===== src/rtl/ahb_pkg.sv =====
// Shared AHB-Lite encodings and the pipeline register bundles
// used by the command master.
package ahb_pkg;

  localparam logic [1:0] HTRANS_IDLE   = 2'b00;
  localparam logic [1:0] HTRANS_NONSEQ = 2'b10;

  localparam logic [2:0] HSIZE_BYTE = 3'd0;
  localparam logic [2:0] HSIZE_HALF = 3'd1;
  localparam logic [2:0] HSIZE_WORD = 3'd2;

  localparam logic [1:0] HRESP_OKAY  = 2'b00;
  localparam logic [1:0] HRESP_ERROR = 2'b01;

  typedef struct packed {
    logic        valid;
    logic        write;
    logic [2:0]  size;
    logic [31:0] wdata;
  } ap_t;

  typedef struct packed {
    logic        valid;
    logic        write;
    logic [2:0]  size;
    logic [1:0]  addr;
    logic [31:0] wdata;
  } dp_t;

  typedef struct packed {
    logic        valid;
    logic        write;
    logic        err;
    logic [31:0] rdata;
  } rsp_t;

endpackage


===== src/rtl/ahb_lane_align.sv =====
// Byte-lane helper: replicates write data across lanes, or
// right-justifies and masks read data by size and address.
module ahb_lane_align
  import ahb_pkg::*;
(
  input  logic        rd_i,
  input  logic [2:0]  size_i,
  input  logic [1:0]  addr_i,
  input  logic [31:0] data_i,
  output logic [31:0] data_o
);

  logic [31:0] shifted;

  always_comb begin
    shifted = data_i >> {addr_i, 3'b000};
    data_o  = data_i;
    if (rd_i) begin
      unique case (size_i)
        HSIZE_BYTE: data_o = {24'b0, shifted[7:0]};
        HSIZE_HALF: data_o = {16'b0, shifted[15:0]};
        HSIZE_WORD: data_o = shifted;
        default:    data_o = shifted;
      endcase
    end else begin
      unique case (size_i)
        HSIZE_BYTE: data_o = {4{data_i[7:0]}};
        HSIZE_HALF: data_o = {2{data_i[15:0]}};
        HSIZE_WORD: data_o = data_i;
        default:    data_o = data_i;
      endcase
    end
  end

endmodule


===== src/rtl/ahb_cmd_master.sv =====
// AHB-Lite single-transfer master: command stream in, pipelined
// address/data phases out, one response per command in order.
module ahb_cmd_master
  import ahb_pkg::*;
#(
  parameter int ADDR_WIDTH = 16
) (
  input  logic                  hclk,
  input  logic                  hreset,
  input  logic                  cmd_valid_i,
  output logic                  cmd_ready_o,
  input  logic                  cmd_write_i,
  input  logic [2:0]            cmd_size_i,
  input  logic [ADDR_WIDTH-1:0] cmd_addr_i,
  input  logic [31:0]           cmd_wdata_i,
  output logic                  rsp_valid_o,
  output logic                  rsp_write_o,
  output logic                  rsp_err_o,
  output logic [31:0]           rsp_rdata_o,
  output logic                  idle_o,
  output logic [1:0]            htrans_o,
  output logic [2:0]            hsize_o,
  output logic                  hwrite_o,
  output logic [ADDR_WIDTH-1:0] haddr_o,
  output logic [31:0]           hwdata_o,
  input  logic                  hready_i,
  input  logic [1:0]            hresp_i,
  input  logic [31:0]           hrdata_i
);

  ap_t                   ap_q, ap_d;
  dp_t                   dp_q, dp_d;
  rsp_t                  rsp_q, rsp_d;
  logic [ADDR_WIDTH-1:0] haddr_q, haddr_d;
  logic                  accept;
  logic [31:0]           wdata_rep;
  logic [31:0]           rdata_al;

  ahb_lane_align u_wr_align (
    .rd_i   (1'b0),
    .size_i (cmd_size_i),
    .addr_i (cmd_addr_i[1:0]),
    .data_i (cmd_wdata_i),
    .data_o (wdata_rep)
  );

  ahb_lane_align u_rd_align (
    .rd_i   (1'b1),
    .size_i (dp_q.size),
    .addr_i (dp_q.addr),
    .data_i (hrdata_i),
    .data_o (rdata_al)
  );

  // An empty AP may fill even during a wait state: the new
  // address phase simply stretches until hready_i returns.
  assign cmd_ready_o = ~hreset & (~ap_q.valid | hready_i);
  assign accept      = cmd_valid_i & cmd_ready_o;

  always_comb begin
    ap_d    = ap_q;
    dp_d    = dp_q;
    haddr_d = haddr_q;
    rsp_d   = '0;
    if (hready_i) begin
      dp_d.valid = ap_q.valid;
      dp_d.write = ap_q.write;
      dp_d.size  = ap_q.size;
      dp_d.addr  = haddr_q[1:0];
      dp_d.wdata = ap_q.wdata;
      if (dp_q.valid) begin
        rsp_d.valid = 1'b1;
        rsp_d.write = dp_q.write;
        rsp_d.err   = (hresp_i == HRESP_ERROR);
        rsp_d.rdata = dp_q.write ? 32'b0 : rdata_al;
      end
    end
    if (hready_i | ~ap_q.valid) begin
      ap_d.valid = accept;
      if (accept) begin
        ap_d.write = cmd_write_i;
        ap_d.size  = cmd_size_i;
        ap_d.wdata = wdata_rep;
        haddr_d    = cmd_addr_i;
      end
    end
  end

  always_ff @(posedge hclk or posedge hreset) begin
    if (hreset) begin
      ap_q    <= '0;
      dp_q    <= '0;
      rsp_q   <= '0;
      haddr_q <= '0;
    end else begin
      ap_q    <= ap_d;
      dp_q    <= dp_d;
      rsp_q   <= rsp_d;
      haddr_q <= haddr_d;
    end
  end

  assign htrans_o    = ap_q.valid ? HTRANS_NONSEQ : HTRANS_IDLE;
  assign hsize_o     = ap_q.size;
  assign hwrite_o    = ap_q.write;
  assign haddr_o     = haddr_q;
  assign hwdata_o    = (dp_q.valid & dp_q.write) ? dp_q.wdata : 32'b0;
  assign idle_o      = ~hreset & ~ap_q.valid & ~dp_q.valid;
  assign rsp_valid_o = rsp_q.valid;
  assign rsp_write_o = rsp_q.write;
  assign rsp_err_o   = rsp_q.err;
  assign rsp_rdata_o = rsp_q.rdata;

endmodule


===== config.mk =====
export PLATFORM = sky130hd
export DESIGN_NAME = ahb_cmd_master
export DESIGN_NICKNAME = d
export VERILOG_FILES = /design/src/rtl/ahb_pkg.sv /design/src/rtl/ahb_lane_align.sv /design/src/rtl/ahb_cmd_master.sv
export SDC_FILE = /design/constraint.sdc
export NUM_CORES = 1
export LEC_CHECK = 0
export CAP_MARGIN = 15
export CORE_MARGIN = 10
export CORE_UTILIZATION = 46
export DETAILED_ROUTE_END_ITERATION = 12
export PLACE_DENSITY_LB_ADDON = 0.25
export SETUP_SLACK_MARGIN = 0.15
export SLEW_MARGIN = 25
export SYNTH_ARGS = -nofsm -noshare
export SYNTH_HDL_FRONTEND = slang
export SYNTH_SLANG_ARGS = --single-unit

===== constraint.sdc =====
create_clock -name hclk -period 5.25 [get_ports hclk]
set_input_delay 1.05 -clock hclk [delete_from_list [all_inputs] [get_ports hclk]]
set_output_delay 1.05 -clock hclk [all_outputs]
set_load 0.01 [all_outputs]

Yosys cells after proc, flatten, opt, wreduce, memory -nomap -nowiden
Cells that the tools add are included.
Storage, ports and cells
  flip-flop bits (word level): 127
  word-level logic and storage cells: 37
Cells by class
  equality and inequality tests: 3
  shift operators: 1
  muxes and demuxes: 7
  bitwise operators: 9
  reductions and logical operators: 3
Operators with widths (number)
  one-hot mux 32 bit (2 select lines): 2
  2-to-1 mux 35 bit: 2
  2-to-1 mux 32 bit: 2
  >> shifter 32 x 5 -> 32 bit: 1
  equality test 3 x 1 -> 1 bit (second input constant): 2
  logical NOT 3 bit: 2
  AND 1 bit: 5
  NOT 1 bit: 3
  equality test 2 x 1 -> 1 bit (second input constant): 1
  2-to-1 mux 2 bit: 1
  AND reduction 2 bit: 1
  OR 1 bit: 1

Longest topological paths before layout
  depth after elaboration: 5
  gate-level depth with buffers: 6
  mapped depth without buffers: 3

Cells and area by module
From an unflattened synthesis, not the netlist that was laid out.
Unflattened totals
  cells, all modules: 592
  area total of the unflattened synthesis: 7269.5 um^2
Modules (own cells, without submodules)
  ahb_cmd_master: instances 1, cells each 320, area each 5052.3 um^2
  ahb_lane_align: instances 2, cells each 136, area each 1108.6 um^2

Worst setup path after synthesis
Ideal clock, no wire load.
  path kind: input port to output port
  start: input port hready_i
  end: output port cmd_ready_o
  data arrival time: 1.747 ns
  data required time: 4.200 ns
  slack: 2.453 ns
  stages on the path: 5
  path buffers: 3
  cell sequence: buf_6 -> nor2b_2 -> buf_6 -> clkbuf_1 -> nor2_1
On the way
  cells in the longest elaborated chain, start to end: 2
RTL lines
  start: declaration: RTL line ahb_cmd_master.sv:26  | input logic hready_i,
  OR 1 bit: RTL line ahb_cmd_master.sv:57  | assign cmd_ready_o = ~hreset & (~ap_q.valid | hready_i);
  AND 1 bit: RTL line ahb_cmd_master.sv:57
  end: declaration: RTL line ahb_cmd_master.sv:11  | output logic cmd_ready_o,
No other way between the ends.

Worst setup path in the final report
  start: input port hreset
  end: output port idle_o
On the way
  cells in the longest elaborated chain, start to end: 3
RTL lines
  start: declaration: RTL line ahb_cmd_master.sv:9  | input logic hreset,
  NOT 1 bit: RTL line ahb_cmd_master.sv:108  | assign idle_o = ~hreset & ~ap_q.valid & ~dp_q.valid;
  AND 1 bit (2 in series): RTL line ahb_cmd_master.sv:108
  end: declaration: RTL line ahb_cmd_master.sv:20  | output logic idle_o,
No other way between the ends.

==> impl_metrics.env <==
export IMPL_slew_violations=0
export IMPL_overflow=0
export IMPL_cts_sinks=127
export IMPL_hold_viol=0
export IMPL_gp_congestion=0.8065
export IMPL_max_cap_violations=0
export IMPL_viasPerCell=5.465
export IMPL_htree_levels=4
export IMPL_grt_usage=0.1911
export IMPL_pwr_share_clk=0.380
export IMPL_startpoint="hreset"
export IMPL_fin_crit_sh=0.6342
export IMPL_slowest_stage="clkdlybuf4s50_1"
export IMPL_regArea_um2=3183
export IMPL_required_ns=4.20
export IMPL_cts_tree="built"
export IMPL_synthFlopType="dfrtp_1"
export IMPL_dp_hpwl_mm=11.55
export IMPL_p_per_area_nw_per_um2=383.6
export IMPL_start_util=0.4660
export IMPL_finalWirelength_mm=16.00
export IMPL_status="finished, final reports clean"
export IMPL_synth_edf_count=0
export IMPL_path_class="in2out"
export IMPL_peakVddDrop_v=0.0002274
export IMPL_slowest_delay_ns=0.57
export IMPL_min_from="ap_q[3]$_DFFE_PP0P_"
export IMPL_syn_area_um2=5574
export IMPL_clockBufferDepth=2
export IMPL_n_antenna_cell=0
export IMPL_drt_initial_drc_count=307
export IMPL_fin_nets=684
export IMPL_hold_class="reg2reg"
export IMPL_drt_first_pass_iters=4
export IMPL_antenna_found_initial=0
export IMPL_pre_cts_slack_ns=1.894
export IMPL_post_cts_resized=0
export IMPL_yosysSeqAreaShare=0.5701
export IMPL_fin_crit_ns=3.329
export IMPL_path_common_cell="clkdlybuf4s50_1"
export IMPL_drc=0
export IMPL_skew_ns=0.007430
export IMPL_internal_power_mw=2.252
export IMPL_ys_types=33
export IMPL_insertion_delay_ns=0.41
export IMPL_critPathTopFamily="buffers and inverters"
export IMPL_post_cts_setup_buffers=0
export IMPL_vias=4115
export IMPL_fmax_mhz=300.4
export IMPL_crit_buf_inv=2
export IMPL_tns_ns=0
export IMPL_yosys_area_top_type="dfrtp_1"
export IMPL_fin_ws_ns=1.921
export IMPL_core_um2=11960
export IMPL_clockRootBuffer="clkbuf_16"
export IMPL_power_total_mw=3.030
export IMPL_numCtsBuffers=17
export IMPL_rr_startpoint="dp_q[38]$_DFFE_PP0P_"
export IMPL_wl_per_cell_um=21.24
export IMPL_p_switching_mw=0.7787
export IMPL_worstSetupStartpointType="primary input"
export IMPL_n_fill_cell=923
export IMPL_synth_area_per_cell_um2=12.84
export IMPL_synthCells=434
export IMPL_rsz0062_at_grt="false"
export IMPL_arrival_ns=2.28
export IMPL_path_max_fanout=4
export IMPL_grt_max_degree=55
export IMPL_critical_path_cell_chain="clkdlybuf4s50_1 -> nor3_1 -> clkdlybuf4s50_1"
export IMPL_final_core_util=0.6605
export IMPL_port_buffers=179
export IMPL_synthesis_nets=524
export IMPL_leakagePower_nw=3.409
export IMPL_dieHeight_um=130.1
export IMPL_io_pins=181
export IMPL_worstMarginPinSlew_ns=0.8724
export IMPL_grt_pass1_wl_mm=25.01
export IMPL_synth_ff_latch_count=127
export IMPL_postCtsHoldBufs=0
export IMPL_async_flop_share=1.000
export IMPL_synth_warnings=0
export IMPL_synth_area_leaders="dfrtp_1, mux2_2, mux2i_1"
export IMPL_dieWidth_um=130.1
export IMPL_cts_reportedPaths_clkPinSlew_ns=0.05
export IMPL_switching_share=0.2570
export IMPL_die_area_um2=16920
export IMPL_setup_viol=0
export IMPL_ant_nets=0
export IMPL_area_growth_pct=41.73
export IMPL_relSlewSlack=0.4178
export IMPL_synth_top_area_frac=0.5701
export IMPL_power_frac_comb=0.199
export IMPL_drive_above_1_share=0.1749
export IMPL_multi_input_area_um2=2137
export IMPL_sequentialPowerShare=0.421
export IMPL_grt_pass1_vias=4422
export IMPL_endpoint_kind="output port"
export IMPL_rows=40
## Yosys cell counts (2+ instances only)
library cell    n
dfrtp_1       127
mux2_2         63
and3_1         33
a211oi_1       24
a2bb2oi_1      24
mux2i_1        24
o21ai_0        24
nor2_1         18
buf_2          15
clkbuf_1       11
and2_1          9
nor2b_1         9
a211o_1         8
nand2_1         8
buf_4           7
buf_6           7
mux2_1          3
buf_1           2
nor3_1          2
or2_1           2
or3_1           2
## path summary, 6_finish.rpt
kind	end	slack, ns	depth (start not counted)
max	idle_o	1.92	3
min	ap_q[3]$_DFFE_PP0P_	0.48	1
max reg2reg	rsp_rdata_o[22]$_DFF_PP0_	3.06	3
min reg2reg	ap_q[3]$_DFFE_PP0P_	0.48	1
max in group asynchronous	dp_q[37]$_DFFE_PP0P_	3.09	3
min in group asynchronous	ap_q[23]$_DFFE_PP0P_	1.17	2
## worst reg2reg max path, delay by kind of cell (launching register included)
kind | cells | cell delay, ns
flops | 1 | 0.73
simple gates | 3 | 1.38
## area by class of cell
type / instances / area share
clock buffers: 23 / 0.05797
inverters: 1 / 0.0007919
repair buffers: 183 / 0.2300
multi-input cells: 264 / 0.2705
well taps: 147 / 0.02328
flip-flops and latches: 127 / 0.4029
clock inverters: 8 / 0.01457
## registers in the layout (all words and copies together), names as in the netlist
signal	cells
haddr_o	16
ap_q	33
rsp_write_o	1
rsp_rdata_o	32
rsp_err_o	1
hwrite_o	1
hsize_o	3
rsp_valid_o	1
dp_q	39
## kinds of logic after synthesis
family,after synthesis,share of synthesized area
flip-flops,127,0.5701
buffers and inverters,43,0.04646
AND/OR/NAND/NOR,92,0.09944
multiplexers,91,0.1791
other,1,0.0006728
AO/OA/AOI/OAI,80,0.1042
## routing by layer
metal,global-route usage,up-vias,routed length [µm]
met3,0.07424,16,1631
met1,0.2395,2028,6742
met4,0.06415,0,190
met2,0.2962,185,7430
li1,-,1886,-
met5,0,-,0
## layout by cell type, fill, tap and decap left out, drive strengths merged, types with 2 or more instances in the layout
master,count
a211o,8
a211oi,24
a2bb2oi,24
and2,9
and3,33
buf,5
bufinv,3
clkbuf,23
clkdlybuf4s50,178
clkinv,5
dfrtp,127
mux2,67
mux2i,24
nand2,8
nand2b,2
nor2,20
nor2b,10
nor3,3
o21ai,24
or2,2
or3,2
## power by group through the flow
stage	Sequential, mW	Combinational, mW	Clock, mW
6_report	1.28	0.603	1.15
3_3_place_gp	1.28	0.598	0
5_1_grt	1.30	0.654	1.22
2_1_floorplan	1.22	0.370	0
3_5_place_dp	1.29	0.609	0
4_1_cts	1.28	0.613	1.17
## metrics by stage
stage	instance area, µm²	hold slack (ns)	cells
after floorplan	5574	0.4522	434
after global placement	7322	0.4644	722
after detailed placement	7323	0.4713	722
after CTS	7896	0.4830	753
after global routing	7900	0.5071	753
final	7900	0.4825	753
(Power assumes the default switching activity.)
